**src/rtl/bridge_pkg.sv**
```systemverilog
// -----------------------------------------------------------------------------
// bridge_pkg
// Shared definitions for the SPI-to-UART bridge:
//   - ASCII constants used by the hex-text formatter
//   - egress state encoding (3-bit)
//   - nibble_to_ascii(): 4-bit value -> uppercase hex digit character
// -----------------------------------------------------------------------------
package bridge_pkg;

    localparam logic [7:0] ASCII_CR   = 8'h0D;
    localparam logic [7:0] ASCII_LF   = 8'h0A;
    localparam logic [7:0] ASCII_SP   = 8'h20;
    localparam logic [7:0] ASCII_ZERO = 8'h30;
    localparam logic [7:0] ASCII_A    = 8'h41;

    typedef enum logic [2:0] {
        ST_IDLE = 3'd0,
        ST_RAW  = 3'd1,
        ST_HI   = 3'd2,
        ST_LO   = 3'd3,
        ST_SEP  = 3'd4,
        ST_CR   = 3'd5,
        ST_LF   = 3'd6,
        ST_GAP  = 3'd7
    } egress_state_e;

    // Uppercase hex digit: 0-9 -> '0'-'9', 10-15 -> 'A'-'F'.
    function automatic logic [7:0] nibble_to_ascii(input logic [3:0] nib);
        if (nib < 4'd10) begin
            return ASCII_ZERO + {4'h0, nib};
        end
        return ASCII_A + {4'h0, nib} - 8'd10;
    endfunction

endpackage

```
**src/rtl/sync_fifo.sv**
```systemverilog
// -----------------------------------------------------------------------------
// sync_fifo
// Single-clock FIFO with registered occupancy flags.
//   clk, rst       : clock, asynchronous active-high reset
//   wr_en, wr_data : push request and data; accepted when not full, or when
//                    full but a pop is accepted on the same edge
//   rd_en, rd_data : pop request; rd_data always shows the head entry
//   level          : registered occupancy, 0..DEPTH
//   full, empty    : registered flags derived from the next level
// DEPTH must be a power of two so the pointers wrap by natural overflow.
// -----------------------------------------------------------------------------
module sync_fifo #(
    parameter int WIDTH = 8,
    parameter int DEPTH = 16
) (
    input  logic                     clk,
    input  logic                     rst,
    input  logic                     wr_en,
    input  logic [WIDTH-1:0]         wr_data,
    input  logic                     rd_en,
    output logic [WIDTH-1:0]         rd_data,
    output logic [$clog2(DEPTH):0]   level,
    output logic                     full,
    output logic                     empty
);

    localparam int PW = $clog2(DEPTH);
    localparam int LW = PW + 1;

    logic [WIDTH-1:0] mem_q [DEPTH];
    logic [PW-1:0]    wr_ptr_q, wr_ptr_d;
    logic [PW-1:0]    rd_ptr_q, rd_ptr_d;
    logic [LW-1:0]    level_q, level_d;
    logic             full_q, full_d;
    logic             empty_q, empty_d;
    logic             wr_fire, rd_fire;

    // NOTE: every variable assigned in an always_comb gets a default on entry,
    // otherwise a path that skips the assignment infers a latch.
    always_comb begin
        rd_fire  = rd_en && !empty_q;
        wr_fire  = wr_en && (!full_q || rd_fire);
        wr_ptr_d = wr_fire ? wr_ptr_q + PW'(1) : wr_ptr_q;
        rd_ptr_d = rd_fire ? rd_ptr_q + PW'(1) : rd_ptr_q;
        level_d  = level_q;
        if (wr_fire && !rd_fire) begin
            level_d = level_q + LW'(1);
        end else if (rd_fire && !wr_fire) begin
            level_d = level_q - LW'(1);
        end
        empty_d = (level_d == '0);
        full_d  = (level_d == LW'(DEPTH));
    end

    // NOTE: state registers use non-blocking assignments so every flop samples
    // the values from before the edge, independent of statement order.
    always_ff @(posedge clk or posedge rst) begin
        if (rst) begin
            wr_ptr_q <= '0;
            rd_ptr_q <= '0;
            level_q  <= '0;
            full_q   <= 1'b0;
            empty_q  <= 1'b1;
        end else begin
            wr_ptr_q <= wr_ptr_d;
            rd_ptr_q <= rd_ptr_d;
            level_q  <= level_d;
            full_q   <= full_d;
            empty_q  <= empty_d;
        end
    end

    // NOTE: the storage array is deliberately not reset; the pointers and
    // level define which entries are valid, so stale contents are harmless.
    always_ff @(posedge clk) begin
        if (wr_fire) begin
            mem_q[wr_ptr_q] <= wr_data;
        end
    end

    assign rd_data = mem_q[rd_ptr_q];
    assign level   = level_q;
    assign full    = full_q;
    assign empty   = empty_q;

endmodule

```
**src/rtl/spi_uart_bridge.sv**
```systemverilog
// -----------------------------------------------------------------------------
// spi_uart_bridge
// Buffers bytes received by the SPI slave and streams them to the UART
// transmitter, either raw or as uppercase hex-ASCII text with space
// separators and CR/LF line breaks every LINE_BYTES bytes.
//   system_clk, reset  : clock, asynchronous active-high reset
//   hex_mode           : 0 raw, 1 hex text; sampled when a byte is popped
//   spi_data_ready     : level, SPI byte valid until acknowledged
//   spi_rx_data        : received SPI byte
//   spi_read_ack       : one-cycle pulse consuming the current SPI byte
//   spi_data_to_send   : status {overflow_flag, level saturated at 127}
//   uart_tx_fifo_ready : UART can take a character this cycle
//   start_uart_tx      : one-cycle launch pulse for uart_tx_data
//   uart_tx_data       : character; held from a pulse until the next pulse
//   fifo_level         : buffer occupancy
//   overflow_count     : bytes dropped on a full buffer, saturating
// -----------------------------------------------------------------------------
module spi_uart_bridge #(
    parameter int FIFO_DEPTH = 16,
    parameter int LINE_BYTES = 16,
    parameter int OVF_WIDTH  = 8
) (
    input  logic                          system_clk,
    input  logic                          reset,
    input  logic                          hex_mode,
    input  logic                          spi_data_ready,
    input  logic [7:0]                    spi_rx_data,
    output logic                          spi_read_ack,
    output logic [7:0]                    spi_data_to_send,
    input  logic                          uart_tx_fifo_ready,
    output logic                          start_uart_tx,
    output logic [7:0]                    uart_tx_data,
    output logic [$clog2(FIFO_DEPTH):0]   fifo_level,
    output logic [OVF_WIDTH-1:0]          overflow_count
);

    import bridge_pkg::*;

    localparam logic [7:0] LINE_LAST = 8'(LINE_BYTES);

    // ---------------------------------------------------------------- ingress
    logic                 ack_q, ack_d;
    logic                 byte_taken_q, byte_taken_d;
    logic                 ovf_flag_q, ovf_flag_d;
    logic [OVF_WIDTH-1:0] ovf_cnt_q, ovf_cnt_d;
    logic [7:0]           status_q, status_d;
    logic [6:0]           level_sat;
    logic                 drop;

    // ---------------------------------------------------------------- buffer
    logic                 fifo_full, fifo_empty;
    logic [7:0]           fifo_rd_data;
    logic                 pop;

    // ---------------------------------------------------------------- egress
    egress_state_e        state_q, ret_q;
    logic [7:0]           cur_byte_q;
    logic [7:0]           line_cnt_q;
    logic [7:0]           last_char_q;
    logic [7:0]           emit_char;
    logic                 emit_req;

    // A byte is taken on the first cycle spi_data_ready is seen high; the
    // taken flag follows spi_data_ready, so it clears once the level drops.
    always_comb begin
        ack_d        = spi_data_ready && !byte_taken_q;
        byte_taken_d = spi_data_ready;

        // A full buffer still accepts a push if the head leaves on that edge.
        drop = ack_q && fifo_full && !pop;

        ovf_cnt_d = ovf_cnt_q;
        if (drop && (ovf_cnt_q != '1)) begin
            ovf_cnt_d = ovf_cnt_q + OVF_WIDTH'(1);
        end

        // Sticky until a byte arrives at an empty buffer.
        ovf_flag_d = ovf_flag_q;
        if (ack_q && fifo_empty) begin
            ovf_flag_d = 1'b0;
        end else if (drop) begin
            ovf_flag_d = 1'b1;
        end

        if (32'(fifo_level) > 32'd127) begin
            level_sat = 7'h7F;
        end else begin
            level_sat = 7'(fifo_level);
        end
        status_d = {ovf_flag_q, level_sat};
    end

    always_ff @(posedge system_clk or posedge reset) begin
        if (reset) begin
            ack_q        <= 1'b0;
            byte_taken_q <= 1'b0;
            ovf_flag_q   <= 1'b0;
            ovf_cnt_q    <= '0;
            status_q     <= '0;
        end else begin
            ack_q        <= ack_d;
            byte_taken_q <= byte_taken_d;
            ovf_flag_q   <= ovf_flag_d;
            ovf_cnt_q    <= ovf_cnt_d;
            status_q     <= status_d;
        end
    end

    // The byte is pushed on the edge that ends the ack cycle; the SPI slave
    // keeps spi_rx_data valid until that acknowledge completes.
    sync_fifo #(
        .WIDTH (8),
        .DEPTH (FIFO_DEPTH)
    ) u_fifo (
        .clk     (system_clk),
        .rst     (reset),
        .wr_en   (ack_q),
        .wr_data (spi_rx_data),
        .rd_en   (pop),
        .rd_data (fifo_rd_data),
        .level   (fifo_level),
        .full    (fifo_full),
        .empty   (fifo_empty)
    );

    // Character offered by the current state. The launch pulse is qualified
    // combinationally by uart_tx_fifo_ready so it lands in the same cycle the
    // UART reports space. A pending separator is only sent once another byte
    // is buffered, so a line never ends in a dangling space.
    always_comb begin
        emit_char = last_char_q;
        emit_req  = 1'b0;
        case (state_q)
            ST_RAW: begin
                emit_char = cur_byte_q;
                emit_req  = 1'b1;
            end
            ST_HI: begin
                emit_char = nibble_to_ascii(cur_byte_q[7:4]);
                emit_req  = 1'b1;
            end
            ST_LO: begin
                emit_char = nibble_to_ascii(cur_byte_q[3:0]);
                emit_req  = 1'b1;
            end
            ST_SEP: begin
                emit_char = ASCII_SP;
                emit_req  = !fifo_empty;
            end
            ST_CR: begin
                emit_char = ASCII_CR;
                emit_req  = 1'b1;
            end
            ST_LF: begin
                emit_char = ASCII_LF;
                emit_req  = 1'b1;
            end
            default: begin
                emit_char = last_char_q;
                emit_req  = 1'b0;
            end
        endcase

        start_uart_tx = emit_req && uart_tx_fifo_ready;
        uart_tx_data  = start_uart_tx ? emit_char : last_char_q;

        // Bytes stay buffered while the UART is busy, so backpressure shows
        // up in fifo_level rather than in a byte parked in cur_byte_q.
        pop = (state_q == ST_IDLE) && !fifo_empty && uart_tx_fifo_ready;
    end

    // Egress FSM. Every emitting state moves to GAP on its pulse, with ret_q
    // holding the state to resume after the idle cycle.
    always_ff @(posedge system_clk or posedge reset) begin
        if (reset) begin
            state_q     <= ST_IDLE;
            ret_q       <= ST_IDLE;
            cur_byte_q  <= '0;
            line_cnt_q  <= '0;
            last_char_q <= '0;
        end else begin
            if (start_uart_tx) begin
                last_char_q <= emit_char;
            end
            case (state_q)
                ST_IDLE: begin
                    if (pop) begin
                        cur_byte_q <= fifo_rd_data;
                        state_q    <= hex_mode ? ST_HI : ST_RAW;
                    end
                end
                ST_RAW: begin
                    if (start_uart_tx) begin
                        ret_q   <= ST_IDLE;
                        state_q <= ST_GAP;
                    end
                end
                ST_HI: begin
                    if (start_uart_tx) begin
                        ret_q   <= ST_LO;
                        state_q <= ST_GAP;
                    end
                end
                ST_LO: begin
                    if (start_uart_tx) begin
                        line_cnt_q <= line_cnt_q + 8'd1;
                        ret_q      <= (line_cnt_q + 8'd1 == LINE_LAST) ? ST_CR : ST_SEP;
                        state_q    <= ST_GAP;
                    end
                end
                ST_SEP: begin
                    if (start_uart_tx) begin
                        ret_q   <= ST_IDLE;
                        state_q <= ST_GAP;
                    end
                end
                ST_CR: begin
                    if (start_uart_tx) begin
                        ret_q   <= ST_LF;
                        state_q <= ST_GAP;
                    end
                end
                ST_LF: begin
                    if (start_uart_tx) begin
                        line_cnt_q <= '0;
                        ret_q      <= ST_IDLE;
                        state_q    <= ST_GAP;
                    end
                end
                ST_GAP: begin
                    state_q <= ret_q;
                end
                default: begin
                    state_q <= ST_IDLE;
                end
            endcase
        end
    end

    assign spi_read_ack     = ack_q;
    assign spi_data_to_send = status_q;
    assign overflow_count   = ovf_cnt_q;

endmodule

```
**config.mk**
```make
export PLATFORM = sky130hd
export DESIGN_NAME = spi_uart_bridge
export DESIGN_NICKNAME = d
export VERILOG_FILES = /design/src/rtl/bridge_pkg.sv /design/src/rtl/sync_fifo.sv /design/src/rtl/spi_uart_bridge.sv
export SDC_FILE = /design/constraint.sdc
export NUM_CORES = 1
export LEC_CHECK = 0
export ABC_AREA = 1
export CAP_MARGIN = 5
export CORE_MARGIN = 5
export CORE_UTILIZATION = 45
export CTS_CLUSTER_SIZE = 30
export DETAILED_ROUTE_END_ITERATION = 7
export GPL_ROUTABILITY_DRIVEN = 0
export PLACE_DENSITY = 0.6
export SLEW_MARGIN = 20
export SYNTH_ARGS = -nofsm -noshare
export SYNTH_HDL_FRONTEND = slang
export SYNTH_SLANG_ARGS = --single-unit
```
**constraint.sdc**
```tcl
create_clock -name system_clk -period 2.8 [get_ports system_clk]
set_input_delay 0.7 -clock system_clk [delete_from_list [all_inputs] [get_ports system_clk]]
set_output_delay 0.7 -clock system_clk [all_outputs]
set_load 0.03 [all_outputs]
```
# Word level (Yosys, flattened, before mapping)
# Memories as Yosys holds them, arrays and structs flattened. A register that Yosys moved wholly into a read port is not among the register bits.
# Cells that the tools add are included.
[classes]
addsub = 12
order_cmp = 2
n_eq_ne = 17
muxes = 30
n_reduce_logical = 31
[op_table]
columns = ["cell", "count"]
rows = [
  ["2-to-1 mux 8 bit", 7],
  ["case mux 8 bit (6 select lines)", 1],
  ["2-to-1 mux 3 bit", 6],
  ["adder 7 x 4 -> 8 bit (first input constant)", 2],
  ["adder 8 x 1 -> 8 bit (second input constant)", 2],
  ["case mux 8 bit (2 select lines)", 1],
  ["subtractor 8 x 4 -> 8 bit (second input constant)", 2],
  ["adder 6 x 4 -> 7 bit (first input constant)", 2],
  ["== test 3 bit (second input constant)", 4],
  ["logical AND 1 bit", 12],
  ["case mux 3 bit (4 select lines)", 1],
  ["2-to-1 mux 5 bit", 2],
  ["!= test 2 bit (second input constant)", 5],
  ["2-to-1 mux 1 bit", 9],
  ["case mux 3 bit (3 select lines)", 1],
  ["adder 4 x 1 -> 4 bit (second input constant)", 2],
  ["== test 8 x 5 -> 1 bit (second input constant)", 1],
  ["< comparator 4 bit (second input constant)", 2],
  ["!= test 8 bit (second input constant)", 1],
  ["== test 3 x 2 -> 1 bit (second input constant)", 2],
  ["logical NOT 1 bit", 6],
  ["OR reduction 6 bit", 1],
  ["adder 5 x 1 -> 5 bit (second input constant)", 1],
  ["== test 5 bit (second input constant)", 1],
  ["15 further kinds", 18],
]
[totals]
reg_bits = 54
ram_bits = 128
output_inout_bits = 31
elab_cells = 107
mem_count = 1
[memory_table]
columns = ["name", "depth", "word_bits", "rd", "rd_clocked_by_memory_dff", "wr", "line", "rtl"]
rows = [
  ["u_fifo.mem_q", 16, 8, 1, 1, 1, "sync_fifo.sv:30", "logic [WIDTH-1:0] mem_q [DEPTH];"],
]

# Logic depth before layout (Yosys ltp)
[logic_depth]
ltp_word = 11
mapped_depth = 11

# By module
# A second synthesis with hierarchy kept.
[hier_totals]
hier_cells = 822
area_unflattened_um2 = 8503.2
[modules_own_cells]
columns = ["module", "n_inst", "cells_per_inst", "area_per_inst_um2"]
rows = [
  ["sync_fifo", 1, 520, 6023.3],
  ["spi_uart_bridge", 1, 302, 2479.9],
]

# Least setup slack after synthesis
# No wires, ideal clock.
[synth_path]
path_type = "input port to output port"
startpoint = "input uart_tx_fifo_ready"
endpoint = "output uart_tx_data[0]"
arrival_time_ns = 1.874
slack_ns = 0.226
cell_stages = 6
path_cell_list = "inv_1 -> a21oi_2 -> nand2_4 -> inv_2 -> nor2_1 -> a41oi_1"
[synth_between]
elab_chain_len = 2
[synth_rtl]
columns = ["element", "line", "rtl"]
rows = [
  ["start: declaration", "spi_uart_bridge.sv:30", "input logic uart_tx_fifo_ready,"],
  ["logical AND 1 bit", "spi_uart_bridge.sv:164", "start_uart_tx = emit_req && uart_tx_fifo_ready;"],
  ["net start_uart_tx", "spi_uart_bridge.sv:31", "output logic start_uart_tx,"],
  ["2-to-1 mux 8 bit", "--", ""],
  ["end: declaration", "spi_uart_bridge.sv:32", "output logic [7:0] uart_tx_data,"],
]
# The timed path passes the listed nets, and every way through them passes these cells.

# Worst setup path in the final report
[layout_path]
startpoint = "register state_q[0]"
endpoint = "output uart_tx_data[3]"
[layout_between]
elab_chain_len = 5
word_cells_on_any_way = 11
[layout_rtl]
columns = ["element", "line", "rtl"]
rows = [
  ["start: declaration", "spi_uart_bridge.sv:56", "egress_state_e state_q, ret_q;"],
  ["start signal: assignment", "spi_uart_bridge.sv:189", "state_q <= hex_mode ? ST_HI : ST_RAW;"],
  ["start signal: assignment", "spi_uart_bridge.sv:231", "state_q <= ret_q;"],
  ["== test 3 x 2 -> 1 bit, or another cell as far along", "spi_uart_bridge.sv:133", "case (state_q)"],
  ["OR reduction 5 bit (no source line)", "--", ""],
  ["case mux 1 bit (2 select lines)", "spi_uart_bridge.sv:133", ""],
  ["logical AND 1 bit", "spi_uart_bridge.sv:164", ""],
  ["2-to-1 mux 8 bit *", "--", ""],
]
# Mark *: on every way between the ends. The rest lies on a longest branch, timed or not.

==> key figures <==
Timing
  • Period utilisation layout: just under 100%
  • Setup WS post-layout: 81.7 ps
  • Worst Tran Pin Value: 743 ps
  • Relative slew slack: 50.3%
  • Worst hold slack: 384 ps
  • Final setup TNS: 0 ps
  • Fin crit period: 2720 ps
  • Clk_skew: 9.59 ps
  • Max-slew violation count: 0
  • Fmax: 368 MHz
  • Setup Viol. Count Final: 0
  • Fin. Hold Viols: 0

Detailed routing
  • WL met1: approximately 8500 um
  • Via count: ~5900
  • DRT iter0 DRCs: 416
  • WL met2: 8860 um
  • Detail Route Antenna Nets: 0
  • DR vias/cell: 5.29
  • Total wire length: 18400 um
  • Avg WL per Cell: 16.5 um
  • Max layer used: met4
  • Drt first pass iters: 5
  • # DRC: 0
  • Met3 WL: about 770 um

Floorplanning
  • Die area: around 21000 um2
  • Die height: 146 um
  • Rows: 50
  • Core area: 18500 um2
  • Chip width: about 150 um
  • Initial Util: 45.2%
  • Io pins: 44

GRT
  • Largest net degree at the start of global routing: 68
  • Initial antenna violation count: 0
  • Vias in the first global route: 5753
  • Tot GR Track Use: around 18%
  • Overflow after GRT: 0
  • First-pass GRT wire length: 29900 um

Setup path
  • Critical-path cell list: nand2_2 > inv_1 > nand2_2 > nand2_1 > inv_2 > nand2_4 > nor2_4 > buf_4 > a31oi_2 > buf_6
  • Crit Path Category: flop to output port
  • Worst stage delay on the critical path: 430 ps
  • Worst EP arrival: approximately 2000 ps
  • Reg-to-Reg End: u_fifo.mem_q[7][7]$_DFFE_PP_
  • Worst-path fanout max: 6
  • Reg2Reg Setup Slack: 710 ps
  • Worst EP required: between 2000 and 2500 ps
  • Reg-to-Reg Start: state_q[1]$_DFFE_PP0P_
  • Endpoint type of the worst setup path: output port
  • R2R cell count: 9
  • Most used cell, CP: nand2_2
  • Startpoint Class: flop
  • CP max-delay cell: dfrtp_2

Pwr
  • Flop pwr share: 38.3%
  • Logic pwr share: between 30% and 40%
  • Overall power after layout: 9.97 mW
  • P_int: 5.97 mW
  • Cell area power density: 1000 nW/um2
  • Sw Share: 40.1%
  • Peak VDD IR: 0.000500 V
  • Pleak: 3.89 nW
  • Psw: 4.00 mW
  • Clk pwr share: 22.8%

CTS
  • Clock Sink Count: 190
  • Longest Clk Path Bufs: 2
  • CTS H-Tree Depth: 4
  • CTS Hold Bufs: 0
  • CTS tree: yes
  • Clock root cell: clkbuf_16
  • Clock Latency Late Sink: 430 ps
  • Clock transition at the registers of the reported paths: 70 ps
  • CTS Buf Count: 17

Run
  • MaxCap Viol Count: 0

Placement
  • Placed instance area: roughly 9000 um2
  • Placed Instances: 1079
  • Post-DP HPWL: between 10000 and 15000 um
  • Pre-CTS WS: -440 ps
  • I/O Buffers: 41

Cells and area
  • Antenna cells: 0
  • Nets: 893
  • Seq. cell area: 5400 um2
  • Area of the multi-input gates: 2730 um2
  • # fillers: 1584
  • Share of cells above drive strength 1: 14.0%
  • Finished Layout Cells: 1115
  • Final instance area: 9930 um2
  • Fin util: 53.6%
  • Area grow syn2layout: 18.5%

Logic synthesis
  • Mapped Avg Cell Area: 10.5 um2
  • Ranking of synthesized cells by area: edfxtp_1 46%, dfrtp_1 18%, nor2_1 6.6%, nand2_1 5.6%, o21ai_0 4.8%
  • Post-synthesis sequential area ratio: 64.4%
  • Post-synth top area share: a little under half
  • EDFF count, synth: 128
  • Primary FF master, synth: edfxtp_1
  • Yosys cell types: 39
  • YS warnings: 0
  • Mapped cell area: 8380 um2
  • Ys async rst share: between 30% and 40%
  • Post-synthesis cell count: 799
  • Top-count cell post-synth: nor2_1
  • Number of synthesized register bits: 190
  • Post-synth top cells: 147 x nor2_1, 128 x edfxtp_1, 124 x nand2_1
  • Synth area leader: edfxtp_1

Worst hold path
  • Worst Hold Path EP: spi_data_to_send[7]$_DFF_PP0_
  • Worst hold path depth: 0
  • Worst Hold Launch: ovf_flag_q$_DFFE_PP0P_
  • Worst min path class: flop to flop

Run status
  • Status: finished, final reports clean
## cell families after synthesis
logic type | synth area share [%]
flops | 64.4
xor+xnor | 1.78
fa+ha+maj | 1.79
simple gates | 17.4
other cells | 0.0448
compound gates | 10.0
buf+inv | 4.55
## layout by cell type (no fill, tap or decap), types with 5 or more instances in the layout
| master | count |
|---|---|
| a21oi_1 | 7 |
| buf_4 | 42 |
| buf_6 | 5 |
| clkbuf_16 | 17 |
| clkdlybuf4s50_1 | 31 |
| dfrtp_1 | 57 |
| edfxtp_1 | 128 |
| ha_1 | 12 |
| inv_1 | 52 |
| inv_2 | 5 |
| inv_6 | 7 |
| nand2_1 | 121 |
| nand3_1 | 41 |
| nand4_1 | 11 |
| nor2_1 | 144 |
| nor2_2 | 7 |
| o211ai_1 | 32 |
| o21ai_0 | 80 |
| o22ai_1 | 5 |
| xor2_1 | 13 |
## critical path, delay by kind of cell (launching register included)
kind	cells	cell delay [ps]
simple gates	5	490
buf+inv	4	470
flops	1	430
compound gates	1	200
## state kept, by name (all words and copies together) (netlist names)
name and count:
overflow_count 8, spi_read_ack 1, line_cnt_q 8, u_fifo.rd_ptr_q 4
u_fifo.level 5, byte_taken_q 1, last_char_q 8, u_fifo.full 1
u_fifo.mem_q 128, u_fifo.wr_ptr_q 4, spi_data_to_send 6, state_q 3
ovf_flag_q 1, u_fifo.empty 1, ret_q 3, cur_byte_q 8
## metal layers
metal / track usage, % / up-vias
met5: 0 / -
met4: 5.36 / 0
met3: 3.82 / 28
met2: 28.1 / 130
met1: 24.1 / 2853
li1: - / 2882
## layout make-up
type / count / area share (%)
flip-flops and latches: 190 / 54.4
multi-input cells: 518 / 27.5
repair buffers: 80 / 7.20
clock buffers: 17 / 4.29
well taps: 234 / 2.95
inverters: 60 / 2.32
clock inverters: 15 / 1.31
repair inverters: 1 / 0.0504
## power by group through the flow
stage | logic (mW) | clock network (mW) | registers [mW]
2_1_floorplan | 2.39 | 0 | 3.92
3_3_place_gp | 3.56 | 0 | 3.84
3_5_place_dp | 3.64 | 0 | 3.86
4_1_cts | 3.66 | 2.34 | 3.81
5_1_grt | 4.32 | 2.47 | 3.88
6_report | 3.87 | 2.28 | 3.82
## worst max path at each step
stage / start / end / slack, ps / cells past startpoint
global placement: uart_tx_fifo_ready / uart_tx_data[2] / -420 / 9
detailed placement: uart_tx_fifo_ready / uart_tx_data[2] / -440 / 9
finish: state_q[0]$_DFFE_PP0P_ / uart_tx_data[3] / 80 / 10
floorplan: uart_tx_fifo_ready / uart_tx_data[0] / 230 / 6
global route: state_q[0]$_DFFE_PP0P_ / uart_tx_data[3] / -40 / 10
CTS: uart_tx_fifo_ready / uart_tx_data[1] / 1 / 8
## repair_timing
| action | CTS | global route |
|---|---|---|
| pin swaps | 0 | 4 |
| gates cloned | 0 | 1 |
| setup buffers | 0 | 4 |
| endpoints found under the setup margin | 8 | 7 |
| resized for setup | 13 | 30 |
No activity file was read; power rests on OpenSTA's default activity.
